**src/rtl/riscv_pkg.sv**
```systemverilog
// Shared constants for the RISC-V pipeline stages.
package riscv_pkg;
  localparam int          XLEN      = 32;
  localparam logic [31:0] RESET_PC  = 32'h0000_0000;
  localparam logic [31:0] NOP_INSTR = 32'h0000_0013;  // addi x0,x0,0
endpackage

```
**src/rtl/program_counter.sv**
```systemverilog
// PC register: async active-low reset to RESET_PC, loads pc_next when en is high.
module program_counter
  import riscv_pkg::*;
#(
  parameter int               W     = XLEN,
  parameter logic [W-1:0]     RST_PC = RESET_PC[W-1:0]
) (
  input  logic         clk,
  input  logic         rst,
  input  logic         en,
  input  logic [W-1:0] pc_next,
  output logic [W-1:0] pc
);

  logic [W-1:0] pc_reg;

  // Hold the fetch address unless enabled to take the next value.
  always_ff @(posedge clk or negedge rst) begin
    if (!rst)    pc_reg <= RST_PC;
    else if (en) pc_reg <= pc_next;
  end

  assign pc = pc_reg;

endmodule

```
**src/rtl/fetch_cycle.sv**
```systemverilog
// IF stage: PC, PC+4, next-PC select, IF/ID register and accepted-instruction counter.
module fetch_cycle
  import riscv_pkg::*;
#(
  parameter int                XLEN_P     = XLEN,
  parameter logic [XLEN_P-1:0] RESET_PC_P = RESET_PC[XLEN_P-1:0],
  parameter logic [31:0]       NOP_P      = NOP_INSTR
) (
  input  logic              clk,
  input  logic              rst,
  input  logic              stall_f,
  input  logic              stall_d,
  input  logic              flush_d,
  input  logic              pc_src_e,
  input  logic [XLEN_P-1:0] pc_target_e,
  output logic [XLEN_P-1:0] imem_addr,
  input  logic [31:0]       imem_rd,
  output logic [XLEN_P-1:0] pc_f,
  output logic [31:0]       instr_d,
  output logic [XLEN_P-1:0] pc_d,
  output logic [XLEN_P-1:0] pc_plus4_d,
  output logic              valid_d,
  output logic [31:0]       fetch_count
);

  logic [XLEN_P-1:0] pc_plus4_f;
  logic [XLEN_P-1:0] pc_next;
  logic              pc_en;
  logic              ifid_load;

  logic [31:0]       instr_reg;
  logic [XLEN_P-1:0] pc_d_reg;
  logic [XLEN_P-1:0] pc_plus4_reg;
  logic              valid_reg;
  logic [31:0]       count_reg;

  // Wraps naturally at 2^XLEN; no trap on overflow.
  assign pc_plus4_f = pc_f + XLEN_P'(4);

  // Redirect wins over stall_f; target low bits are forced to word alignment.
  assign pc_next = pc_src_e ? {pc_target_e[XLEN_P-1:2], 2'b00} : pc_plus4_f;
  assign pc_en   = pc_src_e | ~stall_f;

  assign ifid_load = ~flush_d & ~stall_d;

  program_counter #(
    .W      (XLEN_P),
    .RST_PC (RESET_PC_P)
  ) u_pc (
    .clk     (clk),
    .rst     (rst),
    .en      (pc_en),
    .pc_next (pc_next),
    .pc      (pc_f)
  );

  assign imem_addr = pc_f;

  // IF/ID register: flush inserts a bubble, stall holds, otherwise capture the fetch.
  always_ff @(posedge clk or negedge rst) begin
    if (!rst) begin
      instr_reg    <= NOP_P;
      pc_d_reg     <= '0;
      pc_plus4_reg <= '0;
      valid_reg    <= 1'b0;
    end else if (flush_d) begin
      instr_reg    <= NOP_P;
      pc_d_reg     <= '0;
      pc_plus4_reg <= '0;
      valid_reg    <= 1'b0;
    end else if (!stall_d) begin
      instr_reg    <= imem_rd;
      pc_d_reg     <= pc_f;
      pc_plus4_reg <= pc_plus4_f;
      valid_reg    <= 1'b1;
    end
  end

  // Count every edge on which IF/ID accepts a new instruction.
  always_ff @(posedge clk or negedge rst) begin
    if (!rst)           count_reg <= '0;
    else if (ifid_load) count_reg <= count_reg + 32'd1;
  end

  assign instr_d     = instr_reg;
  assign pc_d        = pc_d_reg;
  assign pc_plus4_d  = pc_plus4_reg;
  assign valid_d     = valid_reg;
  assign fetch_count = count_reg;

endmodule
```
**config.mk**
```make
export PLATFORM = sky130hd
export DESIGN_NAME = fetch_cycle
export DESIGN_NICKNAME = d
export VERILOG_FILES = /design/src/rtl/riscv_pkg.sv /design/src/rtl/program_counter.sv /design/src/rtl/fetch_cycle.sv
export SDC_FILE = /design/constraint.sdc
export NUM_CORES = 1
export LEC_CHECK = 0
export BUFFER_PORTS_ARGS = -buffer_cell sky130_fd_sc_hd__buf_2
export CORE_AREA = 2 2 133 135
export CTS_BUF_LIST = sky130_fd_sc_hd__clkbuf_16
export DETAILED_ROUTE_END_ITERATION = 16
export DIE_AREA = 0 0 135 137
export GPL_ROUTABILITY_DRIVEN = 0
export PLACE_DENSITY_LB_ADDON = 0.25
export SLEW_MARGIN = 20
export SYNTH_ARGS = -nofsm -noshare
export SYNTH_HDL_FRONTEND = slang
export SYNTH_SLANG_ARGS = --single-unit
```
**constraint.sdc**
```tcl
create_clock -name clk -period 3.15 [get_ports clk]
set_input_delay 0.1575 -clock clk [delete_from_list [all_inputs] [get_ports clk]]
set_output_delay 0.1575 -clock clk [all_outputs]
set_load 0.02 [all_outputs]
```
==> metrics <==
Worst Tran Pin Value=a little under 1 ns; Tot GR Track Use=between 20% and 30%; drt pass-1 iters=5; RSZ-0062 raised after global routing=false; outcome=finished, final reports clean; predominant post-synthesis flop cell=dfrtp_1; crit end category=flip-flop; number of buffers added on ports=approximately 260; fmax=~430 MHz; final setup fails=0; Crit path arrival time=between 2 and 3 ns; Mapped Avg Cell Area=10.01 um2; Worst VDD drop=between 0.3 and 0.4 mV; # rows=48; Inserted Diodes=0; slowest stage delay, CP=between 0.5 and 0.6 ns; DP Worst Slack=about 0.87 ns; # nets final=between 1,000 and 1,500; via count=about 6,300; Hold Path Depth=3; core area=between 15,000 and 20,000 um2; Die Width=~140 um; Setup Fix Bufs, Post-CTS=0; first-pass GRT wire length=between 30 and 40 mm; clock-pin slew on the worst setup and hold paths=0.07 ns; CP max stage cell=dfrtp_1; Reg2Reg Depth=5; Power Internal=around 3.7 mW; FF+latch area=slightly below 4000 um2; initial core utilization=a little under half; launch point of the worst reg-to-reg path=u_pc.pc[5]; placed inst area=8807 um2; Die H=about 140 um; Worst Slack Setup Final=approximately 0.82 ns; Final Cell Area=around 10000 um2; Synth Warn #=0; synthesized instance count=approximately 770; max-slew violation count=0; M1 wire length=around 9.0 mm; ys async rst share=100.0%; Worst Hold Path EP=instr_d[4]; TritonCTS clock tree=yes; sw frac=a little under a third; Cell Pwr Density=~540 nW/um2; startpoint types=flip-flop; drc violations=0; Seq/Total Area, Yosys=about half; Routed met2 length=9.095 mm; WP data required=around 3.5 ns; Clk network pwr share=a little under two fifths; share of cells above drive strength 1=slightly below 30%; Root Driver=clkbuf_16; Avg WL per Cell=15.71 um; R2R Path End=pc_plus4_d[17]; crit-path cells=and4_1, nand3_1, or3_1, a21o_1, a21oi_1; setup tns final=0 ns; Mapped Area=around 7700 um2; GRT Residual Overflow=0; Max Cap Violations=0; vias in the first global route=~6,000; CTS Buf Count=17; Flop pwr share=between 40% and 50%; antenna-violating nets left=0; I/O pin count=263; number of fill cells in the layout=1,513; via/cell ratio=~5.0; initial antenna violation count=0; Post-DP HPWL=approximately 13 mm; synth-to-layout area growth=30.03%; Worst-Skew Late Latency=approximately 0.42 ns; Hold WC Path Type=in2reg; worst hold start=imem_rd[4]; combinational power share=a little under a fifth; Final period util=roughly three quarters; worst reg2reg setup slack=0.82 ns; Worst Path Max Fanout=11; Final Hold Viols=0; Netlist cell types=41; first-iteration detailed-routing DRC count=between 300 and 400; top sig layer=met4; P_sw=1.668 mW; Crit Path Class=reg2reg; DRT Wirelength=roughly 20 mm; synthesized flop and latch total=about 160; Leak Pwr=roughly 5.1 nW; area of the multi-input gates=~3200 um2; clock net sink count=around 160; skew final=between 0.007 and 0.008 ns; met3 routed WL=1.438 mm; Slew headroom=between 30% and 40%; largest net degree at the start of global routing=88; DIE AREA=roughly 18,000 um2; htree depth=4; Tmin final=around 2.3 ns; EDFF count, synth=0; CTS Buffer Depth=2
[metrics by stage]
stage / power (mW) / std cells / util (%) / hold WS, ns
after floorplan: 2.990 / 771 / - / -0.1381
final: 5.392 / 1257 / 58.60 / 0.06353
after global placement: 3.302 / 1165 / 51.64 / 0.2929
after CTS: 5.452 / 1257 / 58.60 / 0.03837
after global routing: 5.645 / 1257 / 58.60 / 0.05221
after detailed placement: 3.314 / 1165 / 51.64 / 0.2991
[cells by family (layout without fill, tap and decap cells)]
| kind of cell | Yosys count | in the layout | synth area share [%] |
|---|---|---|---|
| fa+ha+maj | 2 | 2 | 0.3255 |
| flops | 156 | 156 | 50.83 |
| other cells | 1 | 4 | 0.04878 |
| buf+inv | 111 | 372 | 7.682 |
| compound gates | 79 | 79 | 6.006 |
| simple gates | 271 | 271 | 17.16 |
| mux | 66 | 66 | 8.610 |
| xor+xnor | 82 | 82 | 9.342 |
[Yosys cell counts, types with 2 or more instances]
cell type	n	area, um2
nand4_2	2	25.02
nand2_1	62	232.7
mux2i_1	65	650.6
buf_2	13	65.06
nor3_1	23	115.1
nor2b_1	8	50.05
xor2_1	26	227.7
nand3_1	22	110.1
dfrtp_1	153	3829
ha_1	2	25.02
inv_1	19	71.32
xnor2_1	56	490.5
o21ai_0	31	155.2
or3_1	6	37.54
and4_1	7	61.31
clkbuf_1	31	116.4
a21o_1	4	30.03
and3_1	8	50.05
dfstp_2	3	78.83
buf_4	40	300.3
o21ai_1	5	25.02
nor2_1	98	367.9
a21oi_2	2	17.52
nand4_1	15	93.84
a211o_1	3	26.28
nor4_1	10	62.56
nor4_2	2	25.02
buf_1	7	26.28
a21oi_1	20	100.1
and2_1	3	18.77
o21a_1	12	90.09
[worst max path at each step]
stage / startpoint / end / slack, ns / cells past startpoint
after global placement: u_pc.pc[2] / pc_plus4_d[30] / 0.90 / 6
after floorplan: u_pc.pc[2] / pc_plus4_d[18] / 1.16 / 7
after global routing: u_pc.pc[2] / u_pc.pc[28] / 0.63 / 6
final: u_pc.pc[5] / pc_plus4_d[17] / 0.82 / 5
after CTS: u_pc.pc[5] / pc_plus4_d[17] / 0.85 / 5
after detailed placement: u_pc.pc[5] / pc_plus4_d[17] / 0.87 / 5
[power by group through the flow]
stage	clock network [mW]	registers, mW	logic [mW]
after floorplan	0	2.51	0.484
after global placement	0	2.38	0.920
after detailed placement	0	2.39	0.927
after CTS	2.11	2.35	0.989
after global routing	2.19	2.38	1.07
final	2.06	2.35	0.981
[routing by layer]
layer,track usage (%),vias to the layer above
li1,-,3045
met1,30.29,3005
met2,33.70,203
met3,6.370,16
met4,6.829,0
met5,0,-
[critical path: cells and delay by family, from the launching register on]
family | cells | cell delay, ns
flip-flops | 1 | 0.57
AND/OR/NAND/NOR | 3 | 1.37
AO/OA/AOI/OAI | 2 | 0.31
[placed cells by master, fill, tap and decap left out, types with 10 or more instances in the layout]
cell,count
xnor2_1,56
nor2_1,98
o21ai_0,31
mux2i_1,65
dlygate4sd3_1,60
xor2_1,26
a21oi_1,20
inv_1,19
buf_2,253
clkbuf_16,17
nor4_1,10
nand2_1,62
nand3_1,22
o21a_1,12
nor3_1,23
dfrtp_1,153
nand4_1,15
[timing repair]
| item | 4_1_cts | 5_1_grt |
|---|---|---|
| hold buffers | 60 | 0 |
| hold endpoints to repair | 141 | 0 |
| resized for setup | 0 | 0 |
[cell type report]
| type | instances | share of cell area, % |
|---|---|---|
| Multi-Input combinational cell | 504 | 32.02 |
| Sequential cell | 156 | 39.09 |
| Clock buffer | 17 | 4.256 |
| Timing Repair Buffer | 321 | 19.48 |
| Clock inverter | 15 | 1.627 |
| Tap cell | 225 | 2.816 |
| Inverter | 19 | 0.7135 |
(Power assumes the default switching activity.)
